**config.mk**
```make
export PLATFORM = sky130hd
export DESIGN_NAME = prog_moore_fsm_flat
export DESIGN_NICKNAME = d
export VERILOG_FILES = /design/src/rtl/prog_moore_fsm_pkg.sv /design/src/rtl/prog_moore_fsm_if.sv /design/src/rtl/prog_moore_fsm_table.sv /design/src/rtl/prog_moore_fsm.sv /design/src/flat_wrapper.sv
export SDC_FILE = /design/constraint.sdc
export NUM_CORES = 1
export LEC_CHECK = 0
export CAP_MARGIN = 5
export CORE_UTILIZATION = 48
export DETAILED_ROUTE_END_ITERATION = 10
export PLACE_DENSITY = 0.81
export SYNTH_ARGS = -nofsm -noshare
export SYNTH_HDL_FRONTEND = slang
export SYNTH_HIERARCHICAL = 1
export SYNTH_SLANG_ARGS = --single-unit
```
**constraint.sdc**
```tcl
create_clock -name clk -period 2.3 [get_ports clk]
set_input_delay 0.46 -clock clk [delete_from_list [all_inputs] [get_ports clk]]
set_output_delay 0.46 -clock clk [all_outputs]
set_load 0.03 [all_outputs]
```
**src/rtl/prog_moore_fsm_pkg.sv**
```systemverilog
// Shared definitions for the programmable Moore FSM: config-select
// encodings and a width helper for the config data bus.
package prog_fsm_pkg;

   // cfg_sel encodings: which table a config write targets
   localparam logic CFG_SEL_NEXT = 1'b0;
   localparam logic CFG_SEL_OUT  = 1'b1;

   // Wider of two widths; sizes cfg_data so it carries either a state or an output
   function automatic int max_w(input int a, input int b);
      return (a > b) ? a : b;
   endfunction

endpackage

```
**src/rtl/prog_moore_fsm_if.sv**
```systemverilog
// Configuration write bus of the programmable Moore FSM.
// The master drives table writes; the FSM is the slave.
interface prog_moore_fsm_if
   import prog_fsm_pkg::*;
#(
   parameter int STATE_W = 2,
   parameter int IN_W    = 1,
   parameter int OUT_W   = 1
) ();

   localparam int DATA_W = max_w(STATE_W, OUT_W);

   logic               cfg_we;
   logic               cfg_sel;
   logic [STATE_W-1:0] cfg_state;
   logic [IN_W-1:0]    cfg_sym;
   logic [DATA_W-1:0]  cfg_data;

   modport master (
      output cfg_we, cfg_sel, cfg_state, cfg_sym, cfg_data
   );

   modport slave (
      input cfg_we, cfg_sel, cfg_state, cfg_sym, cfg_data
   );

endinterface

```
**src/rtl/prog_moore_fsm_table.sv**
```systemverilog
// Next-state and output tables of the programmable Moore FSM.
// One range-checked write port with a sticky error flag; two
// asynchronous read ports (next entry by state/symbol, output by state).
module prog_fsm_table
   import prog_fsm_pkg::*;
#(
   parameter int STATE_W    = 2,
   parameter int NUM_STATES = 4,
   parameter int IN_W       = 1,
   parameter int OUT_W      = 1,
   parameter int INIT_STATE = 0,
   parameter int DATA_W     = 2
) (
   input  logic               clk,
   input  logic               reset,
   input  logic               we,
   input  logic               sel,
   input  logic [STATE_W-1:0] wr_state,
   input  logic [IN_W-1:0]    wr_sym,
   input  logic [DATA_W-1:0]  wr_data,
   input  logic [STATE_W-1:0] rd_state,
   input  logic [IN_W-1:0]    rd_sym,
   output logic [STATE_W-1:0] rd_next,
   output logic [OUT_W-1:0]   rd_out,
   output logic               err
);

   localparam int                 ROWS = 2 ** STATE_W;
   localparam int                 SYMS = 2 ** IN_W;
   localparam logic [STATE_W:0]   NS   = (STATE_W + 1)'(NUM_STATES);
   localparam logic [STATE_W-1:0] INIT = STATE_W'(INIT_STATE);

   logic [STATE_W-1:0] next_mem [ROWS][SYMS];
   logic [OUT_W-1:0]   out_mem  [ROWS];

   logic               state_ok;
   logic               data_ok;
   logic               wr_ok;
   logic [ROWS-1:0]    row_hit;

   // A write is legal only for an existing row, and a next-state write
   // must also name an existing state; this keeps the FSM out of illegal states.
   assign state_ok = ({1'b0, wr_state} < NS);
   assign data_ok  = (sel == CFG_SEL_OUT) || ({1'b0, wr_data[STATE_W-1:0]} < NS);
   assign wr_ok    = state_ok && data_ok;

   // Per-row write strobe for an accepted write
   generate
      for (genvar gi = 0; gi < ROWS; gi++) begin : g_row_hit
         assign row_hit[gi] = we && wr_ok && (wr_state == STATE_W'(gi));
      end
   endgenerate

   // Table storage: reset to "every edge goes to INIT, every output 0"
   always_ff @(posedge clk or negedge reset) begin
      if (!reset) begin
         for (int r = 0; r < ROWS; r++) begin
            out_mem[r] <= '0;
            for (int s = 0; s < SYMS; s++) begin
               next_mem[r][s] <= INIT;
            end
         end
      end else begin
         for (int r = 0; r < ROWS; r++) begin
            if (row_hit[r]) begin
               if (sel == CFG_SEL_NEXT) begin
                  next_mem[r][wr_sym] <= wr_data[STATE_W-1:0];
               end else begin
                  out_mem[r] <= wr_data[OUT_W-1:0];
               end
            end
         end
      end
   end

   // Sticky error: set by any rejected write, cleared only by reset
   always_ff @(posedge clk or negedge reset) begin
      if (!reset) begin
         err <= 1'b0;
      end else if (we && !wr_ok) begin
         err <= 1'b1;
      end
   end

   // Asynchronous reads; a step sees the pre-write value in the write cycle
   assign rd_next = next_mem[rd_state][rd_sym];
   assign rd_out  = out_mem[rd_state];

endmodule

```
**src/rtl/prog_moore_fsm.sv**
```systemverilog
// Table-driven, run-time programmable Moore FSM.
// Holds the state register, saturating transition counter and
// restart/step priority; tables live in prog_fsm_table.
module prog_moore_fsm
   import prog_fsm_pkg::*;
#(
   parameter int STATE_W    = 2,
   parameter int NUM_STATES = 4,
   parameter int IN_W       = 1,
   parameter int OUT_W      = 1,
   parameter int INIT_STATE = 0,
   parameter int CNT_W      = 8
) (
   input  logic                clk,
   input  logic                reset,
   input  logic                en,
   input  logic                restart,
   input  logic [IN_W-1:0]     in_sym,
   prog_moore_fsm_if.slave     cfg,
   output logic [OUT_W-1:0]    out_sym,
   output logic [STATE_W-1:0]  state,
   output logic                cfg_err,
   output logic [CNT_W-1:0]    trans_cnt
);

   localparam int                 DATA_W = max_w(STATE_W, OUT_W);
   localparam logic [STATE_W:0]   NS     = (STATE_W + 1)'(NUM_STATES);
   localparam logic [STATE_W-1:0] INIT   = STATE_W'(INIT_STATE);

   logic [STATE_W-1:0] state_reg;
   logic [STATE_W-1:0] state_next;
   logic [CNT_W-1:0]   cnt_reg;
   logic [CNT_W-1:0]   cnt_next;
   logic [STATE_W-1:0] tbl_next;
   logic [OUT_W-1:0]   tbl_out;
   logic               state_legal;

   prog_fsm_table #(
      .STATE_W    (STATE_W),
      .NUM_STATES (NUM_STATES),
      .IN_W       (IN_W),
      .OUT_W      (OUT_W),
      .INIT_STATE (INIT_STATE),
      .DATA_W     (DATA_W)
   ) u_table (
      .clk      (clk),
      .reset    (reset),
      .we       (cfg.cfg_we),
      .sel      (cfg.cfg_sel),
      .wr_state (cfg.cfg_state),
      .wr_sym   (cfg.cfg_sym),
      .wr_data  (cfg.cfg_data),
      .rd_state (state_reg),
      .rd_sym   (in_sym),
      .rd_next  (tbl_next),
      .rd_out   (tbl_out),
      .err      (cfg_err)
   );

   // Unreachable through checked writes, but guard against it anyway
   assign state_legal = ({1'b0, state_reg} < NS);

   // State and counter registers
   always_ff @(posedge clk or negedge reset) begin
      if (!reset) begin
         state_reg <= INIT;
         cnt_reg   <= '0;
      end else begin
         state_reg <= state_next;
         cnt_reg   <= cnt_next;
      end
   end

   // Next state: restart beats step; only real state changes are counted
   always_comb begin
      state_next = state_reg;
      cnt_next   = cnt_reg;
      if (restart) begin
         state_next = INIT;
         cnt_next   = '0;
      end else if (en) begin
         state_next = state_legal ? tbl_next : INIT;
         if ((state_next != state_reg) && (cnt_reg != {CNT_W{1'b1}})) begin
            cnt_next = cnt_reg + 1'b1;
         end
      end
   end

   // Moore output: decoded from the registered state only
   always_comb begin
      out_sym = '0;
      if (state_legal) begin
         out_sym = tbl_out;
      end
   end

   assign state     = state_reg;
   assign trans_cnt = cnt_reg;

endmodule

```
**src/flat_wrapper.sv**
```systemverilog
// flat-port wrapper written by rule: the top's interface ports become plain ports
module prog_moore_fsm_flat import prog_fsm_pkg::*;
#(
   parameter int STATE_W    = 2,
   parameter int NUM_STATES = 4,
   parameter int IN_W       = 1,
   parameter int OUT_W      = 1,
   parameter int INIT_STATE = 0,
   parameter int CNT_W      = 8
)
  (clk, reset, en, restart, in_sym, out_sym, state, cfg_err, trans_cnt, cfg_cfg_we, cfg_cfg_sel, cfg_cfg_state, cfg_cfg_sym, cfg_cfg_data);
  prog_moore_fsm_if #(.STATE_W(STATE_W), .IN_W(IN_W), .OUT_W(OUT_W)) cfg_i ();
  input  logic clk;
  input  logic reset;
  input  logic en;
  input  logic restart;
  input  logic [IN_W-1:0] in_sym;
  output logic [OUT_W-1:0] out_sym;
  output logic [STATE_W-1:0] state;
  output logic cfg_err;
  output logic [CNT_W-1:0] trans_cnt;
  input wire logic [$bits(cfg_i.cfg_we)-1:0] cfg_cfg_we;
  input wire logic [$bits(cfg_i.cfg_sel)-1:0] cfg_cfg_sel;
  input wire logic [$bits(cfg_i.cfg_state)-1:0] cfg_cfg_state;
  input wire logic [$bits(cfg_i.cfg_sym)-1:0] cfg_cfg_sym;
  input wire logic [$bits(cfg_i.cfg_data)-1:0] cfg_cfg_data;
  assign cfg_i.cfg_we = cfg_cfg_we;
  assign cfg_i.cfg_sel = cfg_cfg_sel;
  assign cfg_i.cfg_state = cfg_cfg_state;
  assign cfg_i.cfg_sym = cfg_cfg_sym;
  assign cfg_i.cfg_data = cfg_cfg_data;
  prog_moore_fsm #(.STATE_W(STATE_W), .NUM_STATES(NUM_STATES), .IN_W(IN_W), .OUT_W(OUT_W), .INIT_STATE(INIT_STATE), .CNT_W(CNT_W)) u_core (.clk(clk), .reset(reset), .en(en), .restart(restart), .in_sym(in_sym), .cfg(cfg_i), .out_sym(out_sym), .state(state), .cfg_err(cfg_err), .trans_cnt(trans_cnt));
endmodule
```
==> results.py, run 1 <==
metrics = {
    "run_status": {
        "status": "finished clean",
    },
    "timing": {
        "setup_tns_ps": 0,
        "period_share": 0.992,
        "finalWorstSetupSlack_ps": 18.8,
        "rsz0062_at_grt": "true",
        "hold_violations": 0,
        "period_needed_ps": 2280,
        "tightest_slew_ps": 621,
        "skew_ps": 11.3,
        "maxSlewHeadroom": 0.584,
        "setup_viol": 0,
        "fmax_mhz": 438,
        "maxSlewViolCount": 0,
    },
    "critical_path": {
        "crit_chain": "mux4_2 -> mux2_4 -> xor2_4 -> o22ai_4 -> or4_1 -> a21oi_1",
        "critPathArrivalTime_ps": 2530,
        "r2r-start": "u_core/state[0]",
        "critical_path.max_stage_delay_ps": 520,
        "cp-end-kind": "flip-flop",
        "cp_slowest_cell": "mux4_2",
        "ff2ff_setup_slack_ps": 20,
        "r2r_end": "u_core/trans_cnt[6]",
        "r2r.worst_path.cells": 6,
        "required_ps": 2550,
        "critPathKind": "flip-flop to flip-flop",
        "critPathLaunchType": "flip-flop",
        "critPathMaxFanout": 6,
    },
    "clock_tree": {
        "htreeDepth": 2,
        "cts_root_buf": "clkbuf_4",
        "clk_pin_slew_ps": 100,
        "cts_made_buffers": 5,
        "clockBufferDepth": 2,
        "clock_latency_ps": 330,
        "cts.sinks": 30,
        "cts_tree": "yes",
    },
    "grt": {
        "grt_remaining_overflow": 0,
        "grt_usage": 0.206,
        "antenna_found_initial": 0,
        "grt_max_degree": 15,
        "grt_pass1_vias": 1164,
        "grt_pass1_wl_um": 5240,
    },
    "hold_path": {
        "min_path_cells": 1,
        "min_path_type": "flip-flop to flip-flop",
        "holdCritStartpoint": "u_core/u_table/out_mem[3]",
        "hold_end": "u_core/u_table/out_mem[3]",
    },
    "die": {
        "core_sq_um": 3100,
        "die_w_um": 59.7,
        "row_count": 20,
        "initial_utilization": 0.514,
        "ios": 24,
        "die_h_um": 59.7,
        "dieArea_sq_um": 3560,
    },
    "place": {
        "place_hpwl_um": 2300,
        "gp_routability_congestion": 0.876,
        "dpl_worst_slack_ps": -407,
        "dp_cells": 191,
        "port_buffers": 22,
    },
    "logic_synthesis": {
        "ys_ff_latch": 30,
        "yosys_warnings": 6,
        "yosysSeqAreaShare": 0.471,
        "synth.cell_area_sq_um": 1600,
        "synth.distinct_cells": 32,
        "syn-num-nets": 137,
        "syn_inst": 124,
        "syn_avg_cell_area_sq_um": 12.9,
    },
    "final_layout": {
        "n_fill_cell": 271,
        "layout-drive-gt1-share": 0.350,
        "final_cells": 201,
        "fin_nets": 169,
        "syn2layout_area_growth_pct": 24.8,
        "top_register": "u_core/u_table/next_mem",
        "insertedDiodeCount": 0,
        "largest_reg_flops": 16,
    },
    "job": {
        "max_cap_viol_count": 0,
    },
    "power_and_ir_drop": {
        "p_leak_nw": 0.824,
        "p_per_area_nw_per_um2": 799,
        "max-vdd-ir-drop_mv": 0.399,
    },
    "drt": {
        "routed_wl_um": 3110,
        "ant_nets": 0,
        "drcViolationCount": 0,
        "viasPerCell": 5.62,
        "dr.first_iter.drc_count": 67,
        "vias": 1130,
        "routedWlPerCell_um": 15.5,
        "dr.pass1.iters": 4,
    },
}
[per-layer routing]
metal / vias up / global-route usage / share of wire
li1: 529 / - / -
met1: 566 / 0.230 / 0.40
met2: 31 / 0.368 / 0.55
met3: 4 / 0.0584 / 0.044
met4: 0 / 0.0764 / 0.012
met5: - / 0 / 0
[worst max-delay path by stage]
stage,slack (ps),cells after the start,from,end
floorplan,-30,7,u_core/state[0],u_core/trans_cnt[6]
detailed placement,-410,8,in_sym,u_core/trans_cnt[0]
CTS,5,6,u_core/state[0],u_core/trans_cnt[6]
finish,20,6,u_core/state[0],u_core/trans_cnt[6]
global placement,-330,7,in_sym,u_core/trans_cnt[6]
global route,-80,6,u_core/state[0],u_core/trans_cnt[7]
[cell usage after synthesis (all sizes together)]
library cell,instances,area share
dfrtp,30,0.47
mux2,22,0.16
a21oi,7,0.022
nand2,7,0.016
mux4,5,0.082
nand4,5,0.024
nor2,5,0.012
or3,5,0.024
nor2b,4,0.016
o21ai,4,0.013
buf,3,0.016
clkbuf,3,0.020
mux2i,3,0.019
nand3,3,0.0094
o31ai,3,0.014
or4,3,0.014
nand2b,2,0.0078
xor2,2,0.011
and2b,1,0.0047
and3,1,0.0039
conb,1,0.0024
ha,1,0.0078
inv,1,0.0024
nand3b,1,0.013
nor3b,1,0.0078
o22ai,1,0.0078
[critical path, delay by kind of cell, from the launching register on]
family	cells	cell delay, ps
flip-flops	1	470
AND/OR/NAND/NOR	1	470
XOR/XNOR	1	180
multiplexers	2	840
AO/OA/AOI/OAI	2	250
[stage by stage]
stage           util  cell area, sq um  hold slack, ps  total power [mW]
3_3_place_gp   0.599              1860             484              1.16
5_1_grt        0.642              1990             516              1.68
6_report       0.642              1990             502              1.59
2_1_floorplan      -              1590             164              1.02
3_5_place_dp   0.599              1860             488              1.19
4_1_cts        0.628              1950             510              1.54
[where the power goes]
group | internal (mW) | switching, mW
Clock | 0.148 | 0.175
Sequential | 0.622 | 0.0745
Combinational | 0.319 | 0.251
[layout by cell type, fill, tap and decap left out, types with 2 or more instances in the layout]
master and instances:
dfrtp_1 29, clkdlybuf4s50_1 20, mux2_2 18, buf_4 7, nand2_1 7, a21oi_1 6
clkbuf_4 5, nor2_1 5, nand4_1 4, o21ai_0 4, mux4_2 4, mux2_4 4
nor2b_1 4, mux2i_1 3, nand3_1 3, o31ai_1 3, or4_1 3, xor2_4 2
or3_4 2, or3_2 2, nand2b_1 2
[what timing repair did]
| item | CTS | global route |
|---|---|---|
| buffers inserted | 1 | 0 |
| pin swaps | 1 | 1 |
| hold buffers | 0 | 0 |
| endpoints found under the setup margin | 7 | 8 |
| cloned | 1 | 0 |
| gates resized for setup | 6 | 9 |
[cells by family after synthesis]
| kind of cell | count (synthesis) | share of synthesized area |
|---|---|---|
| simple gates | 38 | 0.152 |
| mux | 30 | 0.261 |
| flops | 30 | 0.471 |
| compound gates | 15 | 0.0565 |
| buf+inv | 7 | 0.0384 |
| xor+xnor | 2 | 0.0110 |
| fa+ha+maj | 1 | 0.00784 |
| other cells | 1 | 0.00235 |
[layout make-up]
cell class,count,area (sq um),area share
multi-input cells,88,842,0.423
flip-flops and latches,30,752,0.378
repair buffers,30,278,0.140
clock buffers,7,55.1,0.0277
well taps,44,55.1,0.0277
clock inverters,1,5.00,0.00251
inverters,1,3.75,0.00189
Note: power is estimated with default switching activity, not from simulation.
==> run 2, diff against run 1 <==
Settings changed: CORE_MARGIN set to 3.
==> results.py, run 2 (same netlist as run 1, synthesis figures left out) <==
metrics = {
    "final_layout": {
        "layout-drive-gt1-share": 0.325,
        "final_cell_mix": "29 x dfrtp_1, 20 x clkdlybuf4s50_1, 18 x mux2_2",
        "fin_nets": 167,
        "syn2layout_area_growth_pct": 22.4,
        "top_register": "u_core/u_table/next_mem",
        "largest_reg_flops": 16,
        "insertedDiodeCount": 0,
        "fin_util": 0.629,
        "final_common_cell": "dfrtp_1",
    },
    "die": {
        "initial_utilization": 0.514,
        "dieArea_sq_um": 4050,
        "die_h_um": 63.7,
        "ios": 24,
        "die_w_um": 63.7,
        "row_count": 20,
        "core_sq_um": 3100,
    },
    "drt": {
        "viasPerCell": 5.69,
        "routed_wl_um": 3110,
        "dr.pass1.iters": 4,
        "drcViolationCount": 0,
        "vias": 1126,
        "ant_nets": 0,
        "dr.first_iter.drc_count": 112,
        "routedWlPerCell_um": 15.7,
    },
    "timing": {
        "period_share": 1.01,
        "maxSlewViolCount": 0,
        "fmax_mhz": 432,
        "finalWorstSetupSlack_ps": -12.8,
        "rsz0062_at_grt": "true",
        "hold_violations": 0,
        "setup_viol": 1,
        "skew_ps": 6.80,
        "period_needed_ps": 2310,
    },
    "power_and_ir_drop": {
        "p_leak_nw": 0.802,
        "power.internal_mw": 1.03,
        "switching_share": 0.321,
        "max-vdd-ir-drop_mv": 0.533,
        "p_comb_frac": 0.354,
        "p_clk_frac": 0.188,
        "p_total_mw": 1.51,
        "power.switching_uw": 486,
        "p_per_area_nw_per_um2": 775,
        "p_seq_frac": 0.458,
    },
    "place": {
        "dpl_worst_slack_ps": -441,
        "port_buffers": 22,
        "place_hpwl_um": 2230,
        "gp_routability_congestion": 0.799,
    },
    "clock_tree": {
        "clk_pin_slew_ps": 90,
        "cts_root_buf": "clkbuf_4",
        "clockBufferDepth": 2,
        "cts.sinks": 30,
        "htreeDepth": 2,
        "clock_latency_ps": 330,
        "hold_buffers": 0,
        "cts_made_buffers": 5,
        "cts_tree": "yes",
    },
    "grt": {
        "antenna_found_initial": 0,
        "grt_usage": 0.173,
        "grt_remaining_overflow": 0,
        "grt_pass1_vias": 1166,
        "grt_pass1_wl_um": 5330,
        "grt_max_degree": 31,
    },
    "hold_path": {
        "min_path_type": "primary input to asynchronous set/reset pin",
    },
    "run_status": {
        "status": "finished with violations",
        "failed_checks": "negative setup slack",
    },
    "critical_path": {
        "path_delay_family": "multiplexers",
        "critPathKind": "flip-flop to flip-flop",
        "crit_chain": "mux4_2 -> mux2_4 -> xor2_4 -> o22ai_4 -> or4_1 -> a21oi_1",
        "cp_slowest_cell": "mux4_2",
        "ff2ff_setup_slack_ps": -10,
        "critical_path.max_stage_delay_ps": 520,
        "cp-end-kind": "flip-flop",
        "critPathLaunchType": "flip-flop",
        "required_ps": 2550,
        "critPathBufInv": 0,
        "critPathMaxFanout": 6,
        "critPathArrivalTime_ps": 2570,
    },
    "job": {
        "max_cap_viol_count": 0,
    },
}
==> run 2: worst paths after layout <==
path,start,end,depth (start not counted)
setup / recovery,u_core/state[0],u_core/trans_cnt[6],6
hold / removal,reset,u_core/trans_cnt[0],2
setup reg to reg,u_core/state[0],u_core/trans_cnt[6],6
hold reg to reg,u_core/u_table/out_mem[3],u_core/u_table/out_mem[3],1
max in group asynchronous,reset,u_core/state[0],2
min in group clk,u_core/u_table/out_mem[3],u_core/u_table/out_mem[3],1
==> run 2: final cells by class <==
type / instances / area (sq um)
multi-input combinational: 88 / 837
sequential: 30 / 752
timing repair buffer: 28 / 259
inverter: 1 / 3.75
fill: 268 / 1150
clock buffer: 7 / 45.0
tap: 44 / 55.1
==> run 2: through the flow <==
stage	cell area, sq um	instances	hold slack (ps)	setup TNS, ps
floorplan	1590	124	164	-63.3
global placement	1840	189	484	-2420
detailed placement	1840	189	493	-3050
CTS	1950	198	512	-3.26
global route	1950	198	527	-464
finish	1950	198	512	-12.8
==> run 2: routing by layer <==
layer | vias to the layer above | routed length [um] | track usage
met3 | 9 | 179 | 0.0677
met5 | - | 0 | 0
met1 | 564 | 1260 | 0.199
li1 | 523 | - | -
met2 | 30 | 1610 | 0.292
met4 | 0 | 55 | 0.0593
==> run 2: power groups by stage <==
stage | sequential [mW] | clock [mW] | combinational [mW]
after floorplan | 0.703 | 0 | 0.316
after CTS | 0.693 | 0.292 | 0.536
after global routing | 0.705 | 0.321 | 0.576
final | 0.693 | 0.284 | 0.536
after global placement | 0.695 | 0 | 0.442
after detailed placement | 0.700 | 0 | 0.464
==> run 2: timing repair <==
action / 4_1_cts / 5_1_grt
setup endpoints to repair: 7 / 7
cloned: 1 / 0
hold endpoints to repair: 0 / 0
pin swaps: 2 / 0
resized for setup: 9 / 4
setup buffers: 1 / 0
==> run 3, diff against run 2 <==
Settings changed: CORE_UTILIZATION 48 to 28, PLACE_DENSITY 0.81 to 0.55, TNS_END_PERCENT set to 1.
==> results.py, run 3 (same netlist as run 1, synthesis figures left out) <==
metrics = {
    "critical_path": {
        "r2r_end": "u_core/trans_cnt[2]",
        "required_ps": 2500,
        "ff2ff_setup_slack_ps": 20,
        "critPathLaunchType": "flip-flop",
        "r2r.worst_path.cells": 6,
        "critPathArrivalTime_ps": 2480,
        "critPathKind": "flip-flop to flip-flop",
        "critPathMaxFanout": 6,
        "r2r-start": "u_core/state[0]",
        "cp-end-kind": "flip-flop",
    },
    "clock_tree": {
        "cts_made_buffers": 5,
        "clk_pin_slew_ps": 60,
        "cts_root_buf": "clkbuf_8",
        "cts.sinks": 30,
        "cts_tree": "yes",
        "clock_latency_ps": 280,
        "clockBufferDepth": 2,
        "htreeDepth": 2,
        "hold_buffers": 0,
    },
    "timing": {
        "period_needed_ps": 2280,
        "maxSlewViolCount": 0,
        "period_share": 0.993,
        "rsz0062_at_grt": "true",
        "setup_tns_ps": 0,
        "hold_violations": 0,
        "fmax_mhz": 438,
        "setup_viol": 0,
        "skew_ps": 5.04,
    },
    "die": {
        "ios": 24,
        "die_h_um": 81.5,
        "initial_utilization": 0.301,
        "die_w_um": 81.5,
        "row_count": 26,
        "core_sq_um": 5300,
        "dieArea_sq_um": 6640,
    },
    "drt": {
        "routedWlPerCell_um": 14.8,
        "maxUsedRoutingLayer": "met4",
        "wl_met1_um": 1520,
        "vias": 1116,
        "drcViolationCount": 0,
        "met3_wirelength_um": 163,
        "ant_nets": 0,
        "viasPerCell": 4.89,
        "dr.pass1.iters": 4,
        "routed_wl_um": 3370,
        "dr.first_iter.drc_count": 17,
        "met2_length_um": 1670,
    },
    "final_layout": {
        "largest_reg_flops": 16,
        "n_fill_cell": 518,
        "final_common_cell": "dfrtp_1",
        "layout-drive-gt1-share": 0.361,
        "final_cell_mix": "29 x dfrtp_1, 20 x clkdlybuf4s50_1, 18 x mux2_2",
        "syn2layout_area_growth_pct": 30.2,
        "fin_nets": 170,
        "final_cells": 228,
        "top_register": "u_core/u_table/next_mem",
        "insertedDiodeCount": 0,
    },
    "power_and_ir_drop": {
        "p_leak_nw": 0.859,
        "p_per_area_nw_per_um2": 901,
        "max-vdd-ir-drop_mv": 0.300,
    },
    "place": {
        "dp_cells": 217,
        "port_buffers": 22,
        "gp_routability_congestion": 0.805,
        "place_hpwl_um": 2470,
    },
    "hold_path": {
        "min_path_type": "primary input to asynchronous set/reset pin",
    },
    "grt": {
        "grt_pass1_vias": 1145,
        "grt_remaining_overflow": 0,
        "grt_usage": 0.113,
        "grt_max_degree": 22,
        "grt_pass1_wl_um": 5560,
        "antenna_found_initial": 0,
    },
    "run_status": {
        "status": "finished clean",
    },
    "job": {
        "max_cap_viol_count": 0,
    },
}
-- run 3: repair_timing --
item,CTS,global route
resized for setup,7,4
pin swaps,2,3
setup buffers,0,2
endpoints found under the setup margin,7,9
hold endpoints to repair,0,0
gates cloned,1,0
-- run 3: worst max-delay path by stage --
stage                                from                   to  slack [ps]  cells after the start
after global routing      u_core/state[0]  u_core/trans_cnt[2]         -80                      6
after CTS                 u_core/state[0]  u_core/trans_cnt[2]         -10                      6
after detailed placement           in_sym  u_core/trans_cnt[2]        -400                      7
after floorplan           u_core/state[0]  u_core/trans_cnt[6]         -30                      7
after global placement             in_sym  u_core/trans_cnt[6]        -370                      7
final                     u_core/state[0]  u_core/trans_cnt[2]          20                      6
-- run 3: through the flow --
step | setup WS (ps) | area, sq um | util | hold slack (ps) | power (mW)
after global routing | -76.9 | 2080 | 0.392 | 521 | 1.98
after detailed placement | -399 | 1890 | 0.357 | 492 | 1.19
after CTS | -13.6 | 2060 | 0.388 | 507 | 1.88
after global placement | -371 | 1890 | 0.357 | 485 | 1.17
after floorplan | -34.2 | 1590 | - | 164 | 1.02
final | 15.2 | 2080 | 0.392 | 505 | 1.87
-- run 3: critical path, stage by stage (launching register included) --
cell     delay, ps
dfrtp_2        460
mux4_2         510
mux2_4         300
xor2_2         170
o22ai_2        140
or3_2          480
a21oi_2        150
-- run 3: area by class of cell --
| type | instances | area (sq um) | area share |
|---|---|---|---|
| Clock inverter | 2 | 60.1 | 0.0289 |
| Timing Repair Buffer | 31 | 282 | 0.136 |
| Clock buffer | 6 | 82.6 | 0.0398 |
| Multi-Input combinational cell | 88 | 810 | 0.390 |
| Inverter | 1 | 3.75 | 0.00181 |
| Tap cell | 70 | 87.6 | 0.0422 |
| Sequential cell | 30 | 752 | 0.362 |
-- run 3: where the power goes --
| part | switching [mW] | internal [mW] | total (mW) |
|---|---|---|---|
| logic | 0.228 | 0.297 | 0.525 |
| registers | 0.0734 | 0.623 | 0.697 |
| clock network | 0.188 | 0.462 | 0.650 |
| total | 0.490 | 1.38 | 1.87 |
-- run 3: layer usage --
layer,vias to the layer above,global-route usage
li1,524,-
met1,560,0.137
met2,30,0.190
met3,2,0.0318
met4,0,0.0405
met5,-,0
